==> src/rtl/vram_pkg.sv <==
// rtl/vram_pkg.sv - shared frame geometry, default widths and grant encoding for the VRAM arbiter
package vram_pkg;

  localparam int VRAM_WIDTH  = 640;
  localparam int VRAM_HEIGHT = 480;
  localparam int VRAM_DEPTH  = VRAM_WIDTH * VRAM_HEIGHT;

  localparam int DEFAULT_DATA_WIDTH = 3;
  localparam int DEFAULT_ADDR_WIDTH = 19;

  // One memory operation per cycle.
  typedef enum logic [1:0] {
    GNT_NONE  = 2'd0,
    GNT_READ  = 2'd1,
    GNT_WRITE = 2'd2
  } gnt_e;

  // True when a pixel address lies inside the visible frame.
  function automatic logic inVram(input logic [31:0] addr);
    return addr < 32'(VRAM_DEPTH);
  endfunction

endpackage

==> src/rtl/vram_wr_fifo.sv <==
// rtl/vram_wr_fifo.sv - CPU write buffer for the VRAM arbiter
//
// Purpose: small FIFO holding {address, pixel} entries until the arbiter
// finds a free memory slot. Full/empty come from registered flags so the
// CPU side sees a clean full indication at the start of each cycle.
//
// Ports:
//   Clock, Reset          clock, asynchronous active-low reset
//   iPush, iPushData      write an entry (ignored while full)
//   iPop                  drop the head entry (ignored while empty)
//   oHeadData             current head entry
//   oFull, oEmpty         registered occupancy flags
module vram_wr_fifo #(
  parameter int DEPTH = 4,
  parameter int WIDTH = 22
) (
  input  logic             Clock,
  input  logic             Reset,
  input  logic             iPush,
  input  logic [WIDTH-1:0] iPushData,
  input  logic             iPop,
  output logic [WIDTH-1:0] oHeadData,
  output logic             oFull,
  output logic             oEmpty
);

  localparam int PW    = $clog2(DEPTH);
  localparam int PTR_W = PW + 1;

  logic [WIDTH-1:0] mem [DEPTH];
  // Extra MSB on each pointer tells a full buffer from an empty one.
  logic [PTR_W-1:0] wrPtr, rdPtr, wrPtrNext, rdPtrNext;
  logic             doPush, doPop;

  assign doPush = iPush && !oFull;
  assign doPop  = iPop && !oEmpty;

  assign wrPtrNext = doPush ? wrPtr + PTR_W'(1) : wrPtr;
  assign rdPtrNext = doPop  ? rdPtr + PTR_W'(1) : rdPtr;

  assign oHeadData = mem[rdPtr[PW-1:0]];

  always_ff @(posedge Clock or negedge Reset) begin
    if (!Reset) begin
      wrPtr  <= '0;
      rdPtr  <= '0;
      oFull  <= 1'b0;
      oEmpty <= 1'b1;
    end else begin
      wrPtr  <= wrPtrNext;
      rdPtr  <= rdPtrNext;
      oFull  <= (wrPtrNext[PW] != rdPtrNext[PW]) &&
                (wrPtrNext[PW-1:0] == rdPtrNext[PW-1:0]);
      oEmpty <= (wrPtrNext == rdPtrNext);
    end
  end

  always_ff @(posedge Clock) begin
    if (doPush) begin
      mem[wrPtr[PW-1:0]] <= iPushData;
    end
  end

endmodule

==> src/rtl/vram_arbiter.sv <==
// rtl/vram_arbiter.sv - single-port VRAM arbiter between display reads and buffered CPU writes
//
// Purpose: each cycle grants the RAM to the display (read), to the head of
// the CPU write buffer (write), or to nobody. The display wins by default.
// Optional build macro VRAM_ARB_STARVE_GUARD_EN adds a starvation guard that
// forces a write after STARVE_MAX read grants that left buffered writes waiting.
//
// Ports:
//   Clock, Reset                      clock, asynchronous active-low reset
//   iCpuWrReq/iCpuWrAddr/iCpuWrData   CPU pixel write (one-cycle pulse)
//   oCpuWrAck                         write accepted this cycle (combinational)
//   oCpuFull                          write buffer full (registered)
//   iDispRdReq/iDispRdAddr            display read, held until granted
//   oDispGnt                          display read granted this cycle (combinational)
//   oDispRdData/oDispRdValid          read pixel, three cycles after the grant
//   oMemWriteEnable/oMemAddress/oMemDataIn  registered RAM controls
//   iMemDataOut                       RAM read data, one-cycle latency
module vram_arbiter
  import vram_pkg::*;
#(
  parameter int DATA_WIDTH = DEFAULT_DATA_WIDTH,
  parameter int ADDR_WIDTH = DEFAULT_ADDR_WIDTH,
  parameter int FIFO_DEPTH = 4,
  parameter int STARVE_MAX = 8
) (
  input  logic                  Clock,
  input  logic                  Reset,
  input  logic                  iCpuWrReq,
  input  logic [ADDR_WIDTH-1:0] iCpuWrAddr,
  input  logic [DATA_WIDTH-1:0] iCpuWrData,
  output logic                  oCpuWrAck,
  output logic                  oCpuFull,
  input  logic                  iDispRdReq,
  input  logic [ADDR_WIDTH-1:0] iDispRdAddr,
  output logic                  oDispGnt,
  output logic [DATA_WIDTH-1:0] oDispRdData,
  output logic                  oDispRdValid,
  output logic                  oMemWriteEnable,
  output logic [ADDR_WIDTH-1:0] oMemAddress,
  output logic [DATA_WIDTH-1:0] oMemDataIn,
  input  logic [DATA_WIDTH-1:0] iMemDataOut
);

  localparam int ENTRY_W = ADDR_WIDTH + DATA_WIDTH;

  if (FIFO_DEPTH < 2 || (FIFO_DEPTH & (FIFO_DEPTH - 1)) != 0) begin : gBadDepth
    $error("FIFO_DEPTH must be a power of two, at least 2");
  end
  if (STARVE_MAX < 1) begin : gBadStarve
    $error("STARVE_MAX must be at least 1");
  end

  logic                  fifoFull, fifoEmpty;
  logic [ENTRY_W-1:0]    headEntry;
  logic [ADDR_WIDTH-1:0] headAddr;
  logic [DATA_WIDTH-1:0] headData;
  logic                  push;
  logic                  forceWrite;
  gnt_e                  grant;

  // Read pipeline: issued to the RAM, then waiting for RAM data.
  logic rdIssue, rdIssueOob, rdPend, rdPendOob;

  assign {headAddr, headData} = headEntry;

  // Acceptance uses the full flag from the start of the cycle, so a
  // same-cycle pop never frees a slot for a push.
  assign push      = Reset && iCpuWrReq && !fifoFull;
  assign oCpuWrAck = push;
  assign oCpuFull  = fifoFull;
  assign oDispGnt  = (grant == GNT_READ);

  // Empty is a start-of-cycle flag, so a fresh push can never be popped in
  // the same cycle.
  always_comb begin
    grant = GNT_NONE;
    if (!Reset) begin
      grant = GNT_NONE;
    end else if (forceWrite) begin
      grant = GNT_WRITE;
    end else if (iDispRdReq) begin
      grant = GNT_READ;
    end else if (!fifoEmpty) begin
      grant = GNT_WRITE;
    end
  end

  vram_wr_fifo #(
    .DEPTH (FIFO_DEPTH),
    .WIDTH (ENTRY_W)
  ) uWrFifo (
    .Clock     (Clock),
    .Reset     (Reset),
    .iPush     (push),
    .iPushData ({iCpuWrAddr, iCpuWrData}),
    .iPop      (grant == GNT_WRITE),
    .oHeadData (headEntry),
    .oFull     (fifoFull),
    .oEmpty    (fifoEmpty)
  );

`ifdef VRAM_ARB_STARVE_GUARD_EN
  localparam int STARVE_W = $clog2(STARVE_MAX + 1);
  logic [STARVE_W-1:0] starveCnt;

  assign forceWrite = (starveCnt == STARVE_W'(STARVE_MAX)) && !fifoEmpty;

  always_ff @(posedge Clock or negedge Reset) begin
    if (!Reset) begin
      starveCnt <= '0;
    end else if (grant == GNT_WRITE) begin
      starveCnt <= '0;
    end else if (grant == GNT_READ && !fifoEmpty &&
                 starveCnt != STARVE_W'(STARVE_MAX)) begin
      starveCnt <= starveCnt + STARVE_W'(1);
    end
  end
`else
  assign forceWrite = 1'b0;
`endif

  always_ff @(posedge Clock or negedge Reset) begin
    if (!Reset) begin
      oMemWriteEnable <= 1'b0;
      oMemAddress     <= '0;
      oMemDataIn      <= '0;
      rdIssue         <= 1'b0;
      rdIssueOob      <= 1'b0;
      rdPend          <= 1'b0;
      rdPendOob       <= 1'b0;
      oDispRdValid    <= 1'b0;
      oDispRdData     <= '0;
    end else begin
      oMemWriteEnable <= 1'b0;
      unique case (grant)
        GNT_READ: oMemAddress <= iDispRdAddr;
        GNT_WRITE: begin
          // Off-screen writes are consumed silently; the bus keeps its address.
          if (inVram(32'(headAddr))) begin
            oMemWriteEnable <= 1'b1;
            oMemAddress     <= headAddr;
            oMemDataIn      <= headData;
          end
        end
        default: ;
      endcase

      rdIssue      <= (grant == GNT_READ);
      rdIssueOob   <= !inVram(32'(iDispRdAddr));
      rdPend       <= rdIssue;
      rdPendOob    <= rdIssueOob;
      oDispRdValid <= rdPend;
      if (rdPend) begin
        oDispRdData <= rdPendOob ? '0 : iMemDataOut;
      end
    end
  end

endmodule

==> config.mk <==
export PLATFORM = sky130hd
export DESIGN_NAME = vram_arbiter
export DESIGN_NICKNAME = d
export VERILOG_FILES = /design/src/rtl/vram_pkg.sv /design/src/rtl/vram_wr_fifo.sv /design/src/rtl/vram_arbiter.sv
export SDC_FILE = /design/constraint.sdc
export NUM_CORES = 1
export LEC_CHECK = 0
export BUFFER_PORTS_ARGS = -buffer_cell sky130_fd_sc_hd__buf_4
export CAP_MARGIN = 40
export CELL_PAD_IN_SITES_DETAIL_PLACEMENT = 0
export CELL_PAD_IN_SITES_GLOBAL_PLACEMENT = 1
export CORE_MARGIN = 3
export CORE_UTILIZATION = 35
export DETAILED_ROUTE_END_ITERATION = 8
export GPL_TIMING_DRIVEN = 0
export PLACE_DENSITY_LB_ADDON = 0.1
export SLEW_MARGIN = 40
export SYNTH_ARGS = -nofsm -noshare
export SYNTH_HDL_FRONTEND = slang
export SYNTH_SLANG_ARGS = --single-unit
export TNS_END_PERCENT = 20
==> constraint.sdc <==
create_clock -name Clock -period 2.2 [get_ports Clock]
set_input_delay 0.44 -clock Clock [delete_from_list [all_inputs] [get_ports Clock]]
set_output_delay 0.44 -clock Clock [all_outputs]
set_load 0.05 [all_outputs]
==> Flow_metrics.wiki, run 1 <==
{| class="wikitable"
! Metric !! Value
|-
| Avg Vias per Cell || 4.69
|-
| Finish-stage setup viols || 18
|-
| Number of unique standard cell types used by synthesis || 39
|-
| Total Nets Final || 457
|-
| Type of the worst min-delay path || input port to asynchronous set/reset pin
|-
| Routed wire length per instance || 17.9 µm
|-
| Worst-case headroom to the max-slew limit || 56.7%
|-
| Maximum clock rate || 0.441 GHz
|-
| First-pass GRT wire length || 16,300 µm
|-
| Worst slack after detailed placement || -0.719 ns
|-
| Later-pin clock latency in the skew report || 0.41 ns
|-
| Post-synthesis share of cell area spent on full adders, half adders and majority gates || 1.23%
|-
| Maximum level of the CTS H-tree || 4
|-
| Initial DRC Count || 116
|-
| Slowest library cell on the worst path || sky130_fd_sc_hd__mux4_2
|-
| Power density relative to cell area || 1400 nW/µm²
|-
| Leakage power || 2.71 nW
|-
| Number of antenna violations at the first check in global routing || 0
|-
| R2R setup slack || -0.07 ns
|-
| Routed Wire Length || 10,700 µm
|-
| Endpoint type of the worst setup path || flop
|-
| Antenna-violating nets left || 0
|-
| Worst path top cell family by delay || multiplexers
|-
| Overall die width || 126 µm
|-
| Total number of clock tree sinks || 127
|-
| CP arrival || 2.55 ns
|-
| Flip-flop and latch count after synthesis || 127
|-
| Placeable core region || 14,000 µm²
|-
| Antenna diodes || 0
|-
| Final Power || 0.00943 W
|-
| Pin slew with the least headroom to its limit || 0.649 ns
|-
| Result of the run || finished, violations left
|-
| Clock transition at path regs || 0.06 ns
|-
| Dominant combinational cell family by area after synthesis || multiplexers
|-
| Maximum number of buffers from clock root to sink || 2
|-
| Start-to-end type of the worst setup path || flop to flop
|-
| Total I/O pin count || 78
|-
| Cell Rows || 43
|-
| CTS tree || built
|-
| Library cell used as clock root buffer || sky130_fd_sc_hd__clkbuf_16
|-
| Netlist Area Pre-Place || 5080 µm²
|-
| Critical path, cell by cell || buf_6, buf_12, mux4_2, a21oi_4, nor4_4, a21oi_4, buf_12, clkbuf_16, mux2_4
|-
| Die Area || 16,000 µm²
|-
| GR Overflow Total || 0
|-
| Maximum number of pins on one net before global-route repair || 44
|-
| Least setup slack across all paths after layout || -0.0659 ns
|-
| Crit share post-route || 103%
|-
| Final slew viol count || 0
|-
| Detailed-route DRC error count || 0
|-
| Placed insts || 552
|-
| Synthesized netlist cell count || 295
|-
| Via total after detailed routing || 2,798
|-
| DP HPWL || 6900 µm
|-
| Data required time of the worst path || 2.49 ns
|-
| Starting density of the core || 36.2%
|-
| Share of post-route cells with drive strength above 1 || 43.2%
|-
| Routability congestion estimate || 0.733
|-
| Via count of the first global-routing pass || 2,900
|-
| IO buf count || 77
|-
| Area added between synthesis and finish || 32.2%
|-
| Ys Warns || 0
|-
| Worst Reg2Reg Path Length in Cells || 9
|-
| Final period demand of the worst path || 2.27 ns
|-
| First drt pass iteration count || 4
|-
| Synthesized area divided by synthesized cell count || 17.2 µm²
|-
| Worst Hold Margin || -0.000403 ns
|-
| Hold violation total from the final report || 3
|-
| Final std cells w/o fill || 597
|-
| # Max-Cap Violations || 0
|-
| Max FO, Critical Path || 5
|-
| Max stage delay on crit path || 0.54 ns
|-
| Share of the synthesized netlist area taken by xor and xnor gates || 1.38%
|-
| Max VDD drop || 0.584 mV
|-
| Worst R2R Start || uWrFifo.rdPtr[0]
|-
| Multiplexer fraction of the synthesized cell area || 15.3%
|-
| Max Clock Skew || 0.00671 ns
|-
| Violated checks || hold timing, setup timing
|-
| Buffers and inverters on the worst path || 4
|-
| Simple-gate portion of the synthesized area || 6.35%
|-
| Count of fill cells added during filler insertion || 1,244
|-
| Post-synthesis sequential area ratio || 71.2%
|-
| Global-route total usage across every layer || 13.7%
|-
| Inserted Clock Buffers || 17
|-
| Post-Syn Nets || 348
|-
| Die height || 126 µm
|-
| R2r endpoint || oMemAddress[9]
|-
| Compound-gate portion of the synthesized area || 2.09%
|-
| RSZ-0062 raised after global routing || true
|-
| Critical path startpoint category || flop
|}
[flip-flops by register name, indices dropped and copies added (netlist names)]
signal           cells
oDispRdData          3
rdPend               1
uWrFifo.oEmpty       1
oMemWriteEnable      1
uWrFifo.mem         88
rdIssueOob           1
rdIssue              1
uWrFifo.wrPtr        3
oMemAddress         19
uWrFifo.rdPtr        3
rdPendOob            1
uWrFifo.oFull        1
oMemDataIn           3
oDispRdValid         1
[metal layers]
metal,wire length [µm],GRT usage (%)
met5,0,0
met1,5050,18.9
met2,4870,20.2
met4,193,5.87
met3,579,4.21
[cells in the mapped netlist]
| library cell | instances | area (µm²) |
|---|---|---|
| sky130_fd_sc_hd__mux2_1 | 1 | 11.3 |
| sky130_fd_sc_hd__dfstp_2 | 1 | 26.3 |
| sky130_fd_sc_hd__mux2_4 | 10 | 150 |
| sky130_fd_sc_hd__nor2b_1 | 1 | 6.26 |
| sky130_fd_sc_hd__inv_1 | 10 | 37.5 |
| sky130_fd_sc_hd__or3_1 | 1 | 6.26 |
| sky130_fd_sc_hd__a21boi_0 | 1 | 7.51 |
| sky130_fd_sc_hd__buf_1 | 1 | 3.75 |
| sky130_fd_sc_hd__buf_12 | 1 | 20.0 |
| sky130_fd_sc_hd__and2_1 | 3 | 18.8 |
| sky130_fd_sc_hd__mux2i_1 | 1 | 10.0 |
| sky130_fd_sc_hd__nor3b_1 | 1 | 7.51 |
| sky130_fd_sc_hd__mux2_2 | 10 | 113 |
| sky130_fd_sc_hd__o21ai_0 | 5 | 25.0 |
| sky130_fd_sc_hd__o21ai_2 | 1 | 8.76 |
| sky130_fd_sc_hd__a21oi_4 | 1 | 16.3 |
| sky130_fd_sc_hd__nor4_2 | 1 | 12.5 |
| sky130_fd_sc_hd__clkbuf_1 | 5 | 18.8 |
| sky130_fd_sc_hd__nor2_2 | 1 | 6.26 |
| sky130_fd_sc_hd__o31a_1 | 1 | 8.76 |
| sky130_fd_sc_hd__nor2_1 | 2 | 7.51 |
| sky130_fd_sc_hd__nand2_1 | 59 | 221 |
| sky130_fd_sc_hd__a21o_1 | 1 | 7.51 |
| sky130_fd_sc_hd__nand3b_1 | 3 | 22.5 |
| sky130_fd_sc_hd__a21oi_1 | 3 | 15.0 |
| sky130_fd_sc_hd__xor2_1 | 3 | 26.3 |
| sky130_fd_sc_hd__buf_2 | 2 | 10.0 |
| sky130_fd_sc_hd__edfxtp_1 | 88 | 2640 |
| sky130_fd_sc_hd__ha_1 | 5 | 62.6 |
| sky130_fd_sc_hd__buf_8 | 1 | 15.0 |
| sky130_fd_sc_hd__xnor2_1 | 5 | 43.8 |
| sky130_fd_sc_hd__inv_2 | 1 | 3.75 |
| sky130_fd_sc_hd__mux4_2 | 22 | 495 |
| sky130_fd_sc_hd__buf_6 | 1 | 11.3 |
| sky130_fd_sc_hd__a221oi_1 | 1 | 8.76 |
| sky130_fd_sc_hd__o2bb2ai_1 | 1 | 8.76 |
| sky130_fd_sc_hd__nand3_1 | 1 | 5.00 |
| sky130_fd_sc_hd__and3b_1 | 1 | 8.76 |
| sky130_fd_sc_hd__dfrtp_1 | 38 | 951 |
[worst max-delay path by stage]
stage | from | endpoint | slack [ns] | depth (start not counted)
2_1_floorplan | uWrFifo.rdPtr[0] | oMemAddress[10] | -0.05 | 8
3_3_place_gp | Reset | oMemAddress[15] | -0.71 | 6
3_5_place_dp | Reset | oMemAddress[17] | -0.72 | 6
4_1_cts | uWrFifo.rdPtr[0] | oMemAddress[3] | -0.04 | 8
5_1_grt | uWrFifo.rdPtr[0] | oMemAddress[9] | -0.11 | 9
6_report | uWrFifo.rdPtr[0] | oMemAddress[9] | -0.07 | 9
[cell type report]
class / count / area, µm² / share of cell area [%]
plain buffers: 11 / 88.8 / 1.32
clock buffers: 18 / 429 / 6.39
clock inverters: 14 / 149 / 2.22
inverters: 11 / 41.3 / 0.615
multi-input cells: 146 / 1410 / 20.9
flip-flops and latches: 127 / 3620 / 53.9
well taps: 180 / 225 / 3.35
repair buffers: 90 / 759 / 11.3
[where the power goes]
part / switching (W) / total (W) / internal [W]
combinational: 0.00191 / 0.00343 / 0.00152
clock: 0.000976 / 0.00273 / 0.00176
sequential: 0.000231 / 0.00327 / 0.00304
total: 0.00312 / 0.00943 / 0.00631
[kinds of logic after synthesis]
group / after synthesis
adder cells (fa/ha/maj): 5
flip-flops: 127
XOR/XNOR: 8
AND/OR/NAND/NOR: 74
buffers and inverters: 22
AO/OA/AOI/OAI: 15
multiplexers: 44
[cell usage in the layout (no fill, tap or decap), types with 3 or more instances in the layout]
master,n
sky130_fd_sc_hd__xor2_1,3
sky130_fd_sc_hd__buf_12,5
sky130_fd_sc_hd__ha_1,5
sky130_fd_sc_hd__bufinv_16,3
sky130_fd_sc_hd__mux2_4,18
sky130_fd_sc_hd__mux4_2,22
sky130_fd_sc_hd__clkbuf_1,5
sky130_fd_sc_hd__nand3b_1,3
sky130_fd_sc_hd__buf_4,83
sky130_fd_sc_hd__edfxtp_1,88
sky130_fd_sc_hd__dfrtp_1,37
sky130_fd_sc_hd__mux2_2,3
sky130_fd_sc_hd__clkinv_2,7
sky130_fd_sc_hd__inv_1,9
sky130_fd_sc_hd__o21ai_0,5
sky130_fd_sc_hd__nand2_1,59
sky130_fd_sc_hd__xnor2_1,5
sky130_fd_sc_hd__and2_2,3
sky130_fd_sc_hd__clkbuf_16,18
[timing repair]
item                                    4_1_cts  5_1_grt
hold buffers                                  0        3
hold endpoints to repair                      0       38
pin swaps                                     1        3
endpoints found under the setup margin       23       20
resized for setup                             7       11
setup buffers                                 6        3
cloned                                        0        1
[stage by stage]
| stage | TNS, ns | cell area, µm² | utilization [%] |
|---|---|---|---|
| 2_1_floorplan | -0.491 | 5090 | - |
| 3_3_place_gp | -39.48 | 5890 | 41.9 |
| 3_5_place_dp | -30.41 | 5890 | 41.9 |
| 4_1_cts | -0.534 | 6560 | 46.7 |
| 5_1_grt | -2.00 | 6720 | 47.8 |
| 6_report | -0.867 | 6720 | 47.8 |
(Power assumes the default switching activity.)
==> run 2: changes to the inputs <==
Settings changed: CTS_CLUSTER_SIZE set to 20, PLACE_DENSITY_LB_ADDON 0.1 to 0.2.
==> run 2 against run 1 <==
Against the previous run: the run still ends with hold timing, setup timing left; global-route usage shrank 0.35 points; via count decreased by 2.2%; final cell count shrank 1.3%; first-iteration DRC count increased by 110%; fmax up 1.5%; utilization is 1.3 points lower; power fell by 5.1%; sequential power hardly changed; highest routed layer unchanged; sequential share of layout area is 1.5 points higher; critical path depth shrank 1; routed wire length decreased by 5.5%; non-clock buffer count decreased by 8; critical path type unchanged; critical endpoint is now oMemAddress[1]; largest power group is now sequential cells.
==> Flow_metrics.wiki, run 2 (synthesis gave the netlist of run 1 again) <==
{| class="wikitable"
! Metric !! Value
|-
| Result of the run || finished, violations left
|-
| Violated checks || hold timing, setup timing
|-
| Capturing element of the worst setup path || oMemAddress[1]
|-
| Pin slew with the least headroom to its limit || 0.638 ns (-0.0108 ns)
|-
| Final slew viol count || 0 (unchanged)
|-
| Antenna-violating nets left || 0 (unchanged)
|-
| Type of the worst min-delay path || input port to asynchronous set/reset pin
|-
| Endpoint type of the worst setup path || flop
|-
| Starting density of the core || 36.2% (unchanged)
|-
| Cell Rows || 43 (unchanged)
|-
| Power density relative to cell area || 1370 nW/µm² (-2.4%)
|-
| R2R setup slack || -0.03 ns (+0.03 ns)
|-
| Least setup slack across all paths after layout || -0.0333 ns (+0.0326 ns)
|-
| M2 GR Usage || 20.5% (+0.25 points)
|-
| Via count of the first global-routing pass || 2,914 (+0.48%)
|-
| IO buf count || 77 (unchanged)
|-
| Detailed-route DRC error count || 0 (unchanged)
|-
| Initial DRC Count || 244 (+110%)
|-
| First drt pass iteration count || 4 (unchanged)
|-
| GR Overflow Total || 0 (unchanged)
|-
| Max Clock Skew || 0.00982 ns (+0.00311 ns)
|-
| Worst Reg2Reg Path Length in Cells || 8 (-1)
|-
| Max VDD drop || 0.626 mV (+7.3%)
|-
| Final Power || 0.00895 W (-5.1%)
|-
| Clock transition at path regs || 0.06 ns (about the same)
|-
| Avg Vias per Cell || 4.65 (-0.89%)
|-
| Number of antenna violations at the first check in global routing || 0 (unchanged)
|-
| Total number of clock tree sinks || 127 (unchanged)
|-
| Routed wire length per instance || 17.1 µm (-4.3%)
|-
| Global-route total usage across every layer || 13.4% (-0.35 points)
|-
| DP HPWL || 6720 µm (-2.5%)
|-
| Library cell used as clock root buffer || sky130_fd_sc_hd__clkbuf_16
|-
| Most frequent cells in the layout || sky130_fd_sc_hd__edfxtp_1, sky130_fd_sc_hd__buf_4, sky130_fd_sc_hd__nand2_1
|-
| Maximum number of pins on one net before global-route repair || 44 (unchanged)
|-
| Hold violation total from the final report || 1 (-2)
|-
| Global-route layer with the greatest usage || met2
|-
| Crit share post-route || 102% (-1.5 points)
|-
| Later-pin clock latency in the skew report || 0.41 ns (about the same)
|-
| CTS tree || built
|-
| Final sum of negative setup slack || -0.469 ns (+0.399 ns)
|-
| Routability congestion estimate || 0.781 (+6.5%)
|-
| First-pass GRT wire length || 16,000 µm (-1.5%)
|-
| GR Layer Usage met3 || 3.75% (-0.46 points)
|-
| Finish-stage setup viols || 17 (-1)
|-
| Area added between synthesis and finish || 28.7%
|-
| Met1 routing resource usage after global routing || 17.8% (-1.1 points)
|-
| Max FO, Critical Path || 8 (+3)
|-
| R2r endpoint || oMemAddress[1]
|-
| Worst R2R Start || uWrFifo.rdPtr[0]
|-
| Overall die width || 126 µm (unchanged)
|-
| Total I/O pin count || 78 (unchanged)
|-
| Share of post-route cells with drive strength above 1 || 42.3% (-0.87 points)
|-
| Via total after detailed routing || 2,736 (-2.2%)
|-
| # Max-Cap Violations || 0 (unchanged)
|-
| Start-to-end type of the worst setup path || flop to flop
|-
| Worst-case headroom to the max-slew limit || 57.5% (+0.72 points)
|-
| Maximum clock rate || 0.448 GHz (+1.5%)
|-
| CP arrival || 2.52 ns (-0.03 ns)
|-
| Total Nets Final || 449 (-1.8%)
|-
| Leakage power || 2.60 nW (-4.1%)
|-
| Inserted Clock Buffers || 17 (unchanged)
|-
| Placeable core region || 14,000 µm² (unchanged)
|-
| Final period demand of the worst path || 2.23 ns (-0.0326 ns)
|-
| Antenna diodes || 0 (unchanged)
|-
| Maximum number of buffers from clock root to sink || 2 (unchanged)
|-
| RSZ-0062 raised after global routing || true
|-
| Routed Wire Length || 10,100 µm (-5.5%)
|-
| Worst Hold Margin || -0.00860 ns (-0.00820 ns)
|-
| Critical path startpoint category || flop
|-
| Die height || 126 µm (unchanged)
|-
| Commonest non-fill, non-tap cell in the layout || sky130_fd_sc_hd__edfxtp_1
|-
| Die Area || 16,000 µm² (unchanged)
|-
| Timing startpoint of the critical path || uWrFifo.rdPtr[0]
|-
| Maximum level of the CTS H-tree || 4 (unchanged)
|-
| Data required time of the worst path || 2.48 ns (about the same)
|-
| Max FFs per register || 88 (unchanged)
|}
[run 2: repair_timing]
action / in CTS / in global routing
resized for setup: 6 / 3
pin swaps: 1 / 0
setup endpoints to repair: 23 / 21
hold buffers: 0 / 1
setup buffers: 4 / 0
hold endpoints to repair: 0 / 38
[run 2: through the flow]
step                worst slack, ns  utilization (%)  cell area [µm²]  hold WS [ns]  cells
floorplan                   -0.0491                -             5090         0.144    295
global placement             -0.736             41.9             5890         0.334    552
detailed placement           -0.775             41.9             5890         0.335    552
CTS                         -0.0328             46.3             6500        0.0349    588
global route                -0.0946             46.6             6540       -0.0203    589
finish                      -0.0333             46.6             6540      -0.00860    589
[run 2: where the power goes]
group / total, W / switching [W] / internal [W] / leakage [nW]
Combinational: 0.00316 / 0.00181 / 0.00134 / 1.07
Sequential: 0.00326 / 0.000223 / 0.00304 / 1.27
Clock: 0.00253 / 0.000994 / 0.00154 / 0.258
Total: 0.00895 / 0.00303 / 0.00592 / 2.60
[run 2: how the worst min path moves through the flow]
stage          startpoint  cells past startpoint              to  slack [ns]
4_1_cts             Reset                      1    oDispRdValid        0.03
3_3_place_gp   rdIssueOob                      0       rdPendOob        0.33
5_1_grt             Reset                      1  uWrFifo.oEmpty       -0.02
3_5_place_dp      rdIssue                      0          rdPend        0.33
6_report            Reset                      1  uWrFifo.oEmpty      -0.009
2_1_floorplan       Reset                      0  oDispRdData[0]        0.14
[run 2: worst max-delay path: stages, from the launching register on]
cell,delay (ns)
sky130_fd_sc_hd__dfrtp_1,0.36
sky130_fd_sc_hd__buf_6,0.16
sky130_fd_sc_hd__buf_12,0.12
sky130_fd_sc_hd__mux4_2,0.54
sky130_fd_sc_hd__nor2_4,0.13
sky130_fd_sc_hd__o21ai_2,0.08
sky130_fd_sc_hd__a21oi_4,0.24
sky130_fd_sc_hd__buf_12,0.16
sky130_fd_sc_hd__mux2_2,0.33
[run 2: routing by layer]
metal / vias to the layer above / share of wire [%]
met5: - / 0
met4: 0 / 1.7
met3: 11 / 6.1
met2: 85 / 48
met1: 1347 / 45
li1: 1293 / -
[run 2: area by class of cell]
cell class / instances / area, µm²
plain buffers: 11 / 88.8
clock inverters: 15 / 121
fillers: 1245 / 7500
inverters: 11 / 41.3
repair buffers: 82 / 652
flip-flops and latches: 127 / 3620
multi-input cells: 146 / 1360
well taps: 180 / 225
clock buffers: 17 / 425
